## src/rtl/branch_predictor_bimodal.sv

```systemverilog
// Bimodal branch predictor: PC-indexed table of saturating counters plus resolve/mispredict counters.
// Define BRANCH_PREDICTOR_GSHARE_EN to XOR a committed global history register into the fetch index.
module branch_predictor_bimodal #(
    parameter int INDEX_BITS = 4,
    parameter int CTR_BITS   = 2,
    parameter int PC_LSB     = 2,
    parameter int CNT_W      = 32
) (
    input  logic                  clk,
    input  logic                  rst_n,
    input  logic [31:0]           if_pc,
    output logic                  prediction,
    output logic [INDEX_BITS-1:0] if_index,
    input  logic                  branchex,
    input  logic [INDEX_BITS-1:0] ex_index,
    input  logic                  ex_pred,
    input  logic                  outcome,
    output logic                  mispredict,
    output logic [CNT_W-1:0]      branch_count,
    output logic [CNT_W-1:0]      mispredict_count
);
    localparam int ENTRIES = 1 << INDEX_BITS;
    localparam logic [CTR_BITS-1:0] CTR_INIT = CTR_BITS'((1 << (CTR_BITS - 1)) - 1);

    function automatic logic [CTR_BITS-1:0] ctr_next(input logic [CTR_BITS-1:0] c,
                                                     input logic taken);
        if (taken)
            return (&c) ? c : c + CTR_BITS'(1);
        else
            return (c == '0) ? c : c - CTR_BITS'(1);
    endfunction

    function automatic logic [CNT_W-1:0] cnt_sat_inc(input logic [CNT_W-1:0] v);
        return (&v) ? v : v + CNT_W'(1);
    endfunction

    logic [CTR_BITS-1:0]   ctr_tbl [ENTRIES];
    logic [INDEX_BITS-1:0] pc_field;
    logic                  mispredict_p1;
    logic                  unused_pc;

    assign pc_field  = if_pc[PC_LSB +: INDEX_BITS];
    // Only the index field matters; the remaining PC bits alias by design.
    assign unused_pc = ^if_pc;

`ifdef BRANCH_PREDICTOR_GSHARE_EN
    logic [INDEX_BITS-1:0] ghr;

    always_ff @(posedge clk) begin
        if (!rst_n)
            ghr <= '0;
        else if (branchex)
            ghr <= {ghr[INDEX_BITS-2:0], outcome};
    end

    assign if_index = pc_field ^ ghr;
`else
    assign if_index = pc_field;
`endif

    // IF lookup: combinational read, no bypass from a same-cycle EX write
    assign prediction = ctr_tbl[if_index][CTR_BITS-1];

    always_ff @(posedge clk) begin
        if (!rst_n) begin
            for (int i = 0; i < ENTRIES; i++)
                ctr_tbl[i] <= CTR_INIT;
        end else if (branchex) begin
            ctr_tbl[ex_index] <= ctr_next(ctr_tbl[ex_index], outcome);
        end
    end

    // EX resolution -> stage p1: mispredict flag and performance counters
    always_ff @(posedge clk) begin
        if (!rst_n) begin
            mispredict_p1    <= 1'b0;
            branch_count     <= '0;
            mispredict_count <= '0;
        end else begin
            mispredict_p1 <= branchex & (ex_pred ^ outcome);
            if (branchex) begin
                branch_count <= cnt_sat_inc(branch_count);
                if (ex_pred ^ outcome)
                    mispredict_count <= cnt_sat_inc(mispredict_count);
            end
        end
    end

    assign mispredict = mispredict_p1;

endmodule

```

## config.mk

```make
export PLATFORM = sky130hd
export DESIGN_NAME = branch_predictor_bimodal
export DESIGN_NICKNAME = d
export VERILOG_FILES = /design/src/rtl/branch_predictor_bimodal.sv
export SDC_FILE = /design/constraint.sdc
export NUM_CORES = 1
export LEC_CHECK = 0
export ABC_AREA = 1
export CAP_MARGIN = 20
export CORE_MARGIN = 1.5
export CORE_UTILIZATION = 35
export DETAILED_ROUTE_END_ITERATION = 7
export PLACE_DENSITY = 0.57
export RECOVER_POWER = 50
export SLEW_MARGIN = 5
export SYNTH_ARGS = -nofsm -noshare
export SYNTH_HDL_FRONTEND = slang
export SYNTH_SLANG_ARGS = --single-unit
```

## constraint.sdc

```tcl
create_clock -name clk -period 3.8 [get_ports clk]
set_clock_uncertainty 0.05 [all_clocks]
set_input_delay 1.14 -clock clk [delete_from_list [all_inputs] [get_ports clk]]
set_output_delay 1.14 -clock clk [all_outputs]
set_load 0.005 [all_outputs]
```

==> impl_results.html <==
<table>
<tr><th>Metric</th><th>Value</th></tr>
<tr><th colspan="2">Placement</th></tr>
<tr><td>Cell count after placement</td><td>1226</td></tr>
<tr><td>Placed inst area</td><td>7112 µm²</td></tr>
<tr><td>Number of buffers inserted by port buffering</td><td>82</td></tr>
<tr><td>Worst slack at placement</td><td>-0.1481 ns</td></tr>
<tr><td>Routability congestion estimate</td><td>0.8503</td></tr>
<tr><td>Detailed Place HPWL</td><td>12170 µm</td></tr>
<tr><th colspan="2">Global routing</th></tr>
<tr><td>Initial antenna violation count</td><td>0</td></tr>
<tr><td>Global Route Usage Sum</td><td>19.04%</td></tr>
<tr><td>Congestion Overflow GR</td><td>0</td></tr>
<tr><td>Maximum number of pins on one net before global-route repair</td><td>34</td></tr>
<tr><td>Wire length of the first global-routing pass</td><td>27590 µm</td></tr>
<tr><td>Via count of the first global-routing pass</td><td>5606</td></tr>
<tr><th colspan="2">Power and ir drop</th></tr>
<tr><td>Static Leak</td><td>2.782 nW</td></tr>
<tr><td>Maximum resistive drop on vdd</td><td>240.7 µV</td></tr>
<tr><td>Power density over the cells</td><td>294.1 nW/µm²</td></tr>
<tr><th colspan="2">Clock tree</th></tr>
<tr><td>Root Buffer</td><td>sky130_fd_sc_hd__clkbuf_16</td></tr>
<tr><td>Clock tree from TritonCTS</td><td>done</td></tr>
<tr><td># H-tree levels</td><td>3</td></tr>
<tr><td>Clock transition time at the flip-flop clock pins of the worst setup and hold paths</td><td>0.07 ns</td></tr>
<tr><td>Clock tree buffer depth</td><td>2</td></tr>
<tr><td>Clock latency on the worst-skew pair</td><td>0.35 ns</td></tr>
<tr><td>Hold buffers post-CTS</td><td>0</td></tr>
<tr><td>TritonCTS Buffers</td><td>9</td></tr>
<tr><td>Sink Count</td><td>97</td></tr>
<tr><th colspan="2">Timing</th></tr>
<tr><td>Worst setup slack after layout</td><td>0.1605 ns</td></tr>
<tr><td>Setup repair after global routing missed its margin</td><td>no</td></tr>
<tr><td>Final setup vio count</td><td>0</td></tr>
<tr><td>Setup TNS after final layout</td><td>0 ns</td></tr>
<tr><td>Total count of hold-check failures in the final report</td><td>0</td></tr>
<tr><td>Relative max-transition margin</td><td>9.244%</td></tr>
<tr><td>Final critical delay including setup and external delays</td><td>3.640 ns</td></tr>
<tr><td>Worst hold margin</td><td>0.4481 ns</td></tr>
<tr><td>Crit share post-route</td><td>95.78%</td></tr>
<tr><td>Achievable clock frequency</td><td>274.8 MHz</td></tr>
<tr><td>Actual slew at the worst max-slew pin</td><td>1.361 ns</td></tr>
<tr><td>Max-slew violations</td><td>0</td></tr>
<tr><th colspan="2">Finish</th></tr>
<tr><td>Antenna diode count</td><td>0</td></tr>
<tr><td>Final cell count without fillers</td><td>1242</td></tr>
<tr><td>Synthesis-to-finish area growth</td><td>20.38%</td></tr>
<tr><td>Proportion of layout cells with a drive suffix above 1</td><td>7.080%</td></tr>
<tr><td>Fill cells</td><td>1868</td></tr>
<tr><td>Fin nets</td><td>1055</td></tr>
<tr><td>Post-route cell area</td><td>7375 µm²</td></tr>
<tr><th colspan="2">Synth</th></tr>
<tr><td>Adder-cell share of the synthesized area</td><td>0.4085%</td></tr>
<tr><td>Synthesized-area fraction occupied by ao, oa, aoi and oai cells</td><td>6.842%</td></tr>
<tr><td>Number of distinct library cell variants in the gate-level netlist after synthesis</td><td>34</td></tr>
<tr><td>Warnings, synthesis</td><td>0</td></tr>
<tr><td>Synth Register Bits</td><td>97</td></tr>
<tr><td>Synthesized-area fraction occupied by xor and xnor cells</td><td>4.432%</td></tr>
<tr><td>Per-instance average area after synthesis</td><td>6.545 µm²</td></tr>
<tr><td>Net count after synthesis</td><td>979</td></tr>
<tr><td>Area fraction in and, or, nand and nor cells after synthesis</td><td>42.99%</td></tr>
<tr><td>Post-synthesis sequential area ratio</td><td>36.93%</td></tr>
<tr><td>Post-synthesis instance total</td><td>936</td></tr>
<tr><td>Multiplexer fraction of the synthesized cell area</td><td>0%</td></tr>
<tr><td>Main combinational cell family by area after synthesis</td><td>simple AND/OR/NAND/NOR gates</td></tr>
<tr><td>Cell Area, Synth</td><td>6126 µm²</td></tr>
<tr><th colspan="2">Drt</th></tr>
<tr><td>Post-DRT Antenna Nets</td><td>0</td></tr>
<tr><td>Detailed-route vias per instance</td><td>4.742</td></tr>
<tr><td>Average detailed-routed wire length per instance</td><td>13.42 µm</td></tr>
<tr><td>Final routed DRC violation total</td><td>0</td></tr>
<tr><td>Number of detailed-routing iterations run before antenna repair</td><td>4</td></tr>
<tr><td>Wire length reported by the detailed router</td><td>16670 µm</td></tr>
<tr><td>Via total after detailed routing</td><td>5889</td></tr>
<tr><td>DRC marker count from the first detailed-route iteration</td><td>242</td></tr>
<tr><th colspan="2">Critical path</th></tr>
<tr><td>Worst setup slack for register-to-register paths</td><td>1.63 ns</td></tr>
<tr><td>Reg2reg start</td><td>branch_count[1]</td></tr>
<tr><td>Number of cells traversed by the worst register-to-register path</td><td>10</td></tr>
<tr><td>Endpoint of the worst-slack reg-to-reg timing path</td><td>branch_count[0]</td></tr>
<tr><td>Critical path destination</td><td>prediction</td></tr>
<tr><td>Worst Path Class, Setup</td><td>in -&gt; out</td></tr>
<tr><td>CP required</td><td>2.61 ns</td></tr>
<tr><td>Maximum fanout along the worst path</td><td>10</td></tr>
<tr><td>Startpoint class of the critical path</td><td>input pin</td></tr>
<tr><td>Crit path from</td><td>if_pc[2]</td></tr>
<tr><td>WP data arrival</td><td>2.45 ns</td></tr>
<tr><td>Critical path capture point type</td><td>output pin</td></tr>
<tr><th colspan="2">Min path</th></tr>
<tr><td>Worst hold path class</td><td>reg -&gt; reg</td></tr>
<tr><th colspan="2">Job</th></tr>
<tr><td>Count of max-cap constraint violations</td><td>0</td></tr>
<tr><th colspan="2">Floorplanning</th></tr>
<tr><td>Core area</td><td>17180 µm²</td></tr>
<tr><td>Number of core rows</td><td>48</td></tr>
<tr><td># IOs</td><td>111</td></tr>
<tr><td>Die area</td><td>18300 µm²</td></tr>
<tr><td>Initial core utilization</td><td>35.66%</td></tr>
<tr><td>Vertical die dimension</td><td>135.3 µm</td></tr>
<tr><td>Chip width</td><td>135.3 µm</td></tr>
<tr><th colspan="2">Outcome</th></tr>
<tr><td>Run status</td><td>complete, no violations</td></tr>
</table>
[stage by stage]
stage               power, mW  utilization [%]
global placement        1.330            41.40
global route            2.253            42.93
CTS                     2.197            42.99
detailed placement      1.330            41.40
finish                  2.169            42.93
floorplan               1.262                -
[Yosys cell counts, drive strengths merged]
library cell / instances / area (µm²)
nand4: 12 / 75.07
o211ai: 2 / 15.01
dfxtp: 65 / 1301
buf: 18 / 157.7
xnor2: 5 / 43.79
xor2: 26 / 227.7
and2: 1 / 6.260
nor2: 151 / 636.9
clkbuf: 9 / 33.78
nand3b: 15 / 112.6
ha: 2 / 25.02
nand3: 47 / 247.7
nand2: 370 / 1435
a21oi: 55 / 290.3
edfxtp: 32 / 960.9
o21ai: 16 / 91.34
o22ai: 1 / 6.260
o221ai: 1 / 8.760
inv: 86 / 322.8
nor3: 21 / 120.1
o21bai: 1 / 7.510
[power breakdown]
part / switching (mW) / total, mW / internal, mW
logic: 0.141 / 0.204 / 0.0628
registers: 0.0126 / 1.10 / 1.08
clock network: 0.425 / 0.868 / 0.443
[flip-flops by register name, indices dropped and copies added, names as in the netlist]
name / flops
branch_count: 32
ctr_tbl: 32
mispredict_count: 32
mispredict: 1
[cells by family after synthesis]
family / Yosys count
compound gates: 76
xor+xnor: 31
fa+ha+maj: 2
buf+inv: 113
flops: 97
simple gates: 617
[how the worst min path moves through the flow]
stage | from | to | slack, ns | cells past startpoint
2_1_floorplan | mispredict_count[26] | mispredict_count[26] | 0.43 | 2
3_3_place_gp | mispredict_count[1] | mispredict_count[1] | 0.45 | 2
3_5_place_dp | mispredict_count[26] | mispredict_count[26] | 0.44 | 2
4_1_cts | mispredict_count[26] | mispredict_count[26] | 0.46 | 2
5_1_grt | branch_count[28] | branch_count[28] | 0.48 | 2
6_report | mispredict_count[26] | mispredict_count[26] | 0.45 | 2
[layout make-up]
type,instances,area [µm²],share of cell area [%]
Clock buffer,9,225.2,3.054
Clock inverter,7,45.04,0.6108
Inverter,86,322.8,4.377
Multi-Input combinational cell,726,3349,45.42
Sequential cell,97,2262,30.68
Tap cell,225,281.5,3.817
Timing Repair Buffer,92,888.4,12.05
[layout by cell type (no fill, tap or decap), types with 13 or more instances in the layout]
cell                              count
sky130_fd_sc_hd__a21oi_1             51
sky130_fd_sc_hd__clkdlybuf4s50_1     23
sky130_fd_sc_hd__dfxtp_1             65
sky130_fd_sc_hd__dlygate4sd3_1       56
sky130_fd_sc_hd__edfxtp_1            32
sky130_fd_sc_hd__inv_1               79
sky130_fd_sc_hd__nand2_1            359
sky130_fd_sc_hd__nand3_1             46
sky130_fd_sc_hd__nand3b_1            15
sky130_fd_sc_hd__nor2_1             131
sky130_fd_sc_hd__nor2_2              16
sky130_fd_sc_hd__nor3_1              18
sky130_fd_sc_hd__o21ai_0             13
sky130_fd_sc_hd__xor2_1              26
[worst max-delay path: stages]
cell,delay [ns]
sky130_fd_sc_hd__clkdlybuf4s15_1,0.23
sky130_fd_sc_hd__buf_6,0.15
sky130_fd_sc_hd__o21ai_0,0.07
sky130_fd_sc_hd__o21ai_0,0.16
sky130_fd_sc_hd__o221ai_1,0.14
sky130_fd_sc_hd__nand2_1,0.07
sky130_fd_sc_hd__clkdlybuf4s50_1,0.49
[per-layer routing]
| layer | share of wire [%] | up-vias | GRT usage, % |
|---|---|---|---|
| met5 | 0 | - | 0 |
| met3 | 3.3 | 18 | 2.394 |
| met4 | 1.7 | 0 | 6.691 |
| met1 | 50 | 2644 | 25.33 |
| li1 | - | 3114 | - |
| met2 | 45 | 113 | 31.77 |
[repair_timing]
item                       in CTS  in global routing
buffers inserted                0                  0
pin swaps                       0                  1
gates resized for setup         4                  5
setup endpoints to repair       1                  1
hold endpoints to repair        0                  0
No activity file was read; power rests on OpenSTA's default activity.
